**config.mk**
```make
export PLATFORM = sky130hd
export DESIGN_NAME = muldiv_unit
export DESIGN_NICKNAME = d
export VERILOG_FILES = /design/src/rtl/muldiv_unit.sv
export SDC_FILE = /design/constraint.sdc
export NUM_CORES = 1
export LEC_CHECK = 0
export CAP_MARGIN = 20
export CORE_UTILIZATION = 43
export CTS_CLUSTER_DIAMETER = 120
export DETAILED_ROUTE_END_ITERATION = 6
export HOLD_SLACK_MARGIN = 0.15
export PLACE_DENSITY = 0.62
export SYNTH_ARGS = -nofsm -noshare
export SYNTH_HDL_FRONTEND = slang
export SYNTH_SLANG_ARGS = --single-unit
```
**constraint.sdc**
```tcl
create_clock -name clk -period 11.8 [get_ports clk]
set_clock_uncertainty 0.05 [all_clocks]
set_input_delay 1.77 -clock clk [delete_from_list [all_inputs] [get_ports clk]]
set_output_delay 1.77 -clock clk [all_outputs]
set_load 0.05 [all_outputs]
```
**src/rtl/muldiv_unit.sv**
```systemverilog
// Iterative RV32M multiply/divide unit: shift-add multiply and restoring divide,
// one bit per cycle on operand magnitudes, with sign correction at the end.
module muldiv_unit (
  input  logic        clk,
  input  logic        reset,
  input  logic        start,
  input  logic [2:0]  funct3,
  input  logic [31:0] rs1_data,
  input  logic [31:0] rs2_data,
  input  logic [4:0]  rd_addr,
  output logic        busy,
  output logic        done,
  output logic [31:0] result,
  output logic [4:0]  result_addr,
  output logic        reg_write_en,
  output logic [1:0]  fsm_state
);

  typedef enum logic [1:0] {
    S_IDLE = 2'd0,
    S_MUL  = 2'd1,
    S_DIV  = 2'd2,
    S_DONE = 2'd3
  } state_t;

  state_t      state_q, state_d;
  logic [1:0]  op_q;
  logic [4:0]  rd_q;
  logic        sign_q;
  logic        sign_r;
  logic [31:0] hi_q, lo_q, b_q;
  logic [4:0]  count_q;

  logic        a_signed, b_signed, a_neg, b_neg;
  logic [31:0] a_mag, b_mag;
  logic        div_zero, div_ovf, special;
  logic [31:0] special_res;

  // Operand decode at accept time: signedness, magnitudes and the short-cut cases.
  always_comb begin
    if (funct3[2]) begin
      a_signed = ~funct3[0];
      b_signed = ~funct3[0];
    end else begin
      a_signed = (funct3[1:0] != 2'b11);
      b_signed = ~funct3[1];
    end
    a_neg    = a_signed & rs1_data[31];
    b_neg    = b_signed & rs2_data[31];
    a_mag    = a_neg ? (32'd0 - rs1_data) : rs1_data;
    b_mag    = b_neg ? (32'd0 - rs2_data) : rs2_data;
    div_zero = (rs2_data == 32'd0);
    div_ovf  = ~funct3[0] & (rs1_data == 32'h8000_0000) & (rs2_data == 32'hFFFF_FFFF);
    special  = funct3[2] & (div_zero | div_ovf);
    if (div_zero) special_res = funct3[1] ? rs1_data : 32'hFFFF_FFFF;
    else          special_res = funct3[1] ? 32'd0 : 32'h8000_0000;
  end

  // One iteration of each algorithm; hi/lo hold product halves or remainder/quotient.
  logic [32:0] mul_sum;
  logic [31:0] mul_hi, mul_lo;
  logic [63:0] product, signed_prod;
  logic [31:0] mul_res;
  logic [32:0] shifted;
  logic        fits;
  logic [31:0] div_r, div_q, quot, rem, div_res;

  always_comb begin
    mul_sum     = {1'b0, hi_q} + (lo_q[0] ? {1'b0, b_q} : 33'd0);
    mul_hi      = mul_sum[32:1];
    mul_lo      = {mul_sum[0], lo_q[31:1]};
    product     = {mul_hi, mul_lo};
    signed_prod = sign_q ? (64'd0 - product) : product;
    mul_res     = (op_q == 2'b00) ? signed_prod[31:0] : signed_prod[63:32];

    shifted = {hi_q, lo_q[31]};
    fits    = (shifted >= {1'b0, b_q});
    div_r   = fits ? (shifted[31:0] - b_q) : shifted[31:0];
    div_q   = {lo_q[30:0], fits};
    quot    = sign_q ? (32'd0 - div_q) : div_q;
    rem     = sign_r ? (32'd0 - div_r) : div_r;
    div_res = op_q[1] ? rem : quot;
  end

  always_comb begin
    state_d = state_q;
    case (state_q)
      S_IDLE: begin
        if (start) begin
          if (!funct3[2])   state_d = S_MUL;
          else if (special) state_d = S_DONE;
          else              state_d = S_DIV;
        end
      end
      S_MUL, S_DIV: begin
        if (count_q == 5'd31) state_d = S_DONE;
      end
      default: state_d = S_IDLE;
    endcase
  end

  always_ff @(posedge clk) begin
    if (reset) begin
      state_q     <= S_IDLE;
      op_q        <= 2'd0;
      rd_q        <= 5'd0;
      sign_q      <= 1'b0;
      sign_r      <= 1'b0;
      hi_q        <= 32'd0;
      lo_q        <= 32'd0;
      b_q         <= 32'd0;
      count_q     <= 5'd0;
      result      <= 32'd0;
      result_addr <= 5'd0;
    end else begin
      state_q <= state_d;
      case (state_q)
        S_IDLE: begin
          if (start) begin
            op_q    <= funct3[1:0];
            rd_q    <= rd_addr;
            sign_q  <= a_neg ^ b_neg;
            sign_r  <= a_neg;
            hi_q    <= 32'd0;
            lo_q    <= a_mag;
            b_q     <= b_mag;
            count_q <= 5'd0;
            if (special) begin
              result      <= special_res;
              result_addr <= rd_addr;
            end
          end
        end
        S_MUL: begin
          hi_q    <= mul_hi;
          lo_q    <= mul_lo;
          count_q <= count_q + 5'd1;
          if (count_q == 5'd31) begin
            result      <= mul_res;
            result_addr <= rd_q;
          end
        end
        S_DIV: begin
          hi_q    <= div_r;
          lo_q    <= div_q;
          count_q <= count_q + 5'd1;
          if (count_q == 5'd31) begin
            result      <= div_res;
            result_addr <= rd_q;
          end
        end
        default: ;
      endcase
    end
  end

  // Handshake: start is taken only while busy is low; done is a one-cycle pulse.
  assign busy         = (state_q != S_IDLE);
  assign done         = (state_q == S_DONE);
  assign reg_write_en = done & (result_addr != 5'd0);
  assign fsm_state    = state_q;

endmodule

```
==> results.txt <==
Critical path cell sequence: clkdlybuf4s50_1 -> inv_1 -> ha_1 -> or4b_2 -> nor4_4 -> nand3_1 -> nor4_1 -> o21ai_1 -> a211o_1 -> nor3_2 -> buf_4 -> o21ai_0 -> a2111oi_0 -> a211o_1
Vias/cell: 6.61
Async SR Flop Fraction: 0
Max-cap violations: 0
RSZ-0062 raised after global routing: no
Storage cell area: 2980 um2
Routed WL per cell: 23.1 um
Post-Route WL: 67600 um
Leading area contributor after synthesis: dfxtp_1
P per Cell Area: 198 nW/um2
Highest-delay cell along the critical path: or4b_2
CP Class: in2reg
Die X: 200 um
Final Wtd Congestion: 0.975
Relative slew slack: 0.229
Critical path's most frequent cell: a211o_1
Num CTS Buffers: 17
CP startpoint kind: input pin
IO buf count: 116
Initial drt markers: 1893
Clk sink count: 149
Sequential area share after synthesis: 0.176
Cell count after synthesis: 2412
Total Die Area: 40100 um2
Multi-input gate area: 13000 um2
Final setup fails: 0
Gr usage total: 0.330
Overall power: 3.72 mW
Max Slew Vio Count: 0
# fillers: 3959
CP endpoint kind: register
Drt pass-1 iters: 7
Post-Synthesis Cell Area: 16900 um2
Critical Path Fanout Max: 20
Worst-Skew Late Latency: 0.46 ns
Setup TNS: 0 ns
HP Start: b_q[31]
Period utilization: 0.518
Post-DP HPWL: 51200 um
Static Leak: 6.98 nW
DRC: 0
CTS tree: done
Ports: 117
Max Clock Freq: 0.164 GHz
Peak supply drop: 0.227 mV
Antenna Violating Nets Remaining: 0
Status: complete, no violations
Vias post-DR: 19300
Worst hold endpoint: b_q[31]
Required @ worst endpoint: 12.16 ns
Hold Slack: 0.405 ns
Antenna violations before repair: 0
Die Ht: 200 um
Setup Fix Bufs, Post-CTS: 0
Synth top area cells: dfxtp_1 (18%), nand2_1 (6.3%), a21oi_1 (5.7%)
CTS clk-pin slew, worst paths: 0.08 ns
Share of layout cells above drive strength 1: 0.0577
Synth top area share: 0.176
Ys Warns: 0
Post-cts resize count: 0
Clock buffer depth: 2
First-pass GRT wire length: 104000 um
Mean Syn Cell Area: 7.01 um2
Core area: 38700 um2
Worst-Margin Slew: 1.14 ns
# hold bufs at CTS: 0
Root Driver: clkbuf_16
Area growth syn-to-layout: 11.4%
Bufs and invs on worst path: 3
GRT overflow: 0
WHS Path Cells: 2
Count of cell types in the netlist: 108
H-tree levels: 4
# diodes: 0
Reg2reg setup slack: 5.95 ns
Reg2Reg Depth: 14
Synth Register Bits: 149
Number of global-route vias before repair: 17800
Rows: 72
Prevailing post-synth register cell: dfxtp_1
Crit-path leading delay family: simple AND/OR/NAND/NOR gates
EDFF count, synth: 0
Final Hold Fails: 0
Synthesized Nets: 2566
Minimum clock period: 6.11 ns
Final net count: 2548
Largest net degree at the start of global routing: 79
Worst R2R Start: hi_q[19]
Critical path arrival: 6.47 ns
Worst path max stage delay: 0.68 ns
Reg2reg end: result[31]
Hold/Removal Path Class: reg2reg
Initial Utilization: 0.437
==> power breakdown <==
part	internal [mW]	leakage (nW)	total [mW]	switching [mW]
logic	0.764	5.50	2.32	1.55
registers	0.621	1.22	0.844	0.224
clock network	0.297	0.270	0.563	0.266
total	1.68	6.98	3.72	2.04
==> flip-flops by register name (all words and copies together) (netlist names) <==
| name | flops |
|---|---|
| result_addr | 5 |
| hi_q | 32 |
| sign_r | 1 |
| fsm_state | 2 |
| result | 32 |
| op_q | 2 |
| count_q | 5 |
| rd_q | 5 |
| b_q | 32 |
| lo_q | 32 |
| sign_q | 1 |
==> worst register-to-register path: cells and delay by family, from the launching register on <==
family	cells	cell delay (ns)
compound gates	9	3.11
buf+inv	2	1.10
flops	1	0.52
simple gates	2	0.52
fa+ha+maj	1	0.42
==> worst max path at each step <==
stage | startpoint | to | depth (start not counted)
floorplan | rs1_data[0] | result[16] | 15
global placement | rs1_data[0] | result[12] | 14
detailed placement | rs1_data[0] | result[12] | 14
CTS | rs2_data[0] | result[12] | 14
global route | rs1_data[0] | result[8] | 15
finish | rs1_data[0] | result[12] | 14
==> stage by stage <==
stage	area, um2	setup slack, ns	cells	util
6_report	18800	5.69	2925	0.486
5_1_grt	18800	5.34	2925	0.486
4_1_cts	18800	5.80	2923	0.486
3_5_place_dp	18300	5.36	2891	0.471
3_3_place_gp	18200	5.51	2890	0.471
2_1_floorplan	16900	6.83	2412	-
==> layer usage <==
| layer | wire (um) | vias up | global-route usage |
|---|---|---|---|
| li1 | - | 8983 | - |
| met1 | 28900 | 9178 | 0.445 |
| met2 | 29900 | 1004 | 0.519 |
| met3 | 5870 | 158 | 0.0470 |
| met4 | 2890 | 0 | 0.149 |
| met5 | 0 | - | 0 |
==> cells in the mapped netlist, types with 14 or more instances <==
master      n
a21oi_1   194
o31ai_1    38
buf_2      16
a22oi_1    42
nand3_1    44
inv_1      69
a21o_1     24
clkbuf_1  147
ha_1       77
nand2_1   284
nor4_1     28
nor2_1    254
or4_1      25
or3_1      41
o211ai_1   40
a221oi_1   41
mux2i_1    24
xor2_1     86
and3_1     22
a311oi_1   14
a22o_1     22
and2_1     25
a211oi_1   82
o41ai_1    25
o21ai_0   150
a31oi_1    24
nand4_1    36
nor3_1     49
xnor2_1    80
dfxtp_1   149
==> cell type report <==
cell class / count / area share
clock buffers: 18 / 0.0228
clock inverters: 14 / 0.00757
inverters: 72 / 0.0143
multi-input cells: 2010 / 0.689
flip-flops and latches: 149 / 0.158
well taps: 518 / 0.0344
repair buffers: 144 / 0.0734
==> cell usage in the layout (no fill, tap or decap), drive strengths merged, types with 9 or more instances in the layout <==
master         Yosys  final
nand3             46     46
and3              22     22
a21o              24     24
a22o              22     22
o211ai            40     40
nor3              50     50
xnor2             80     80
a31oi             26     26
or3               41     41
and2              26     26
clkbuf           150     18
clkdlybuf4s50      0    115
o21ai            158    158
buf               31     29
or2               13     13
inv               71     78
a22oi             42     42
nor2b             11     11
o21a              13     13
or4               27     27
o21bai            10     10
nor4              35     35
nand4             38     38
o41ai             25     25
dfxtp            149    149
a211o             10     10
a21oi            197    197
a311oi            14     14
a211oi            84     84
nand2            284    284
a2111oi            9      9
nand2b            13     13
nor2             256    256
mux2i             24     24
o31ai             39     39
xor2              86     86
ha                77     77
a221oi            44     44
==> cells by family after synthesis <==
family	after synthesis	synth area share
XOR/XNOR	166	0.0859
multiplexers	32	0.0202
flip-flops	149	0.176
adder cells (fa/ha/maj)	79	0.0593
buffers and inverters	253	0.0586
AND/OR/NAND/NOR	892	0.259
AO/OA/AOI/OAI	841	0.341
No activity file was read; power rests on OpenSTA's default activity.
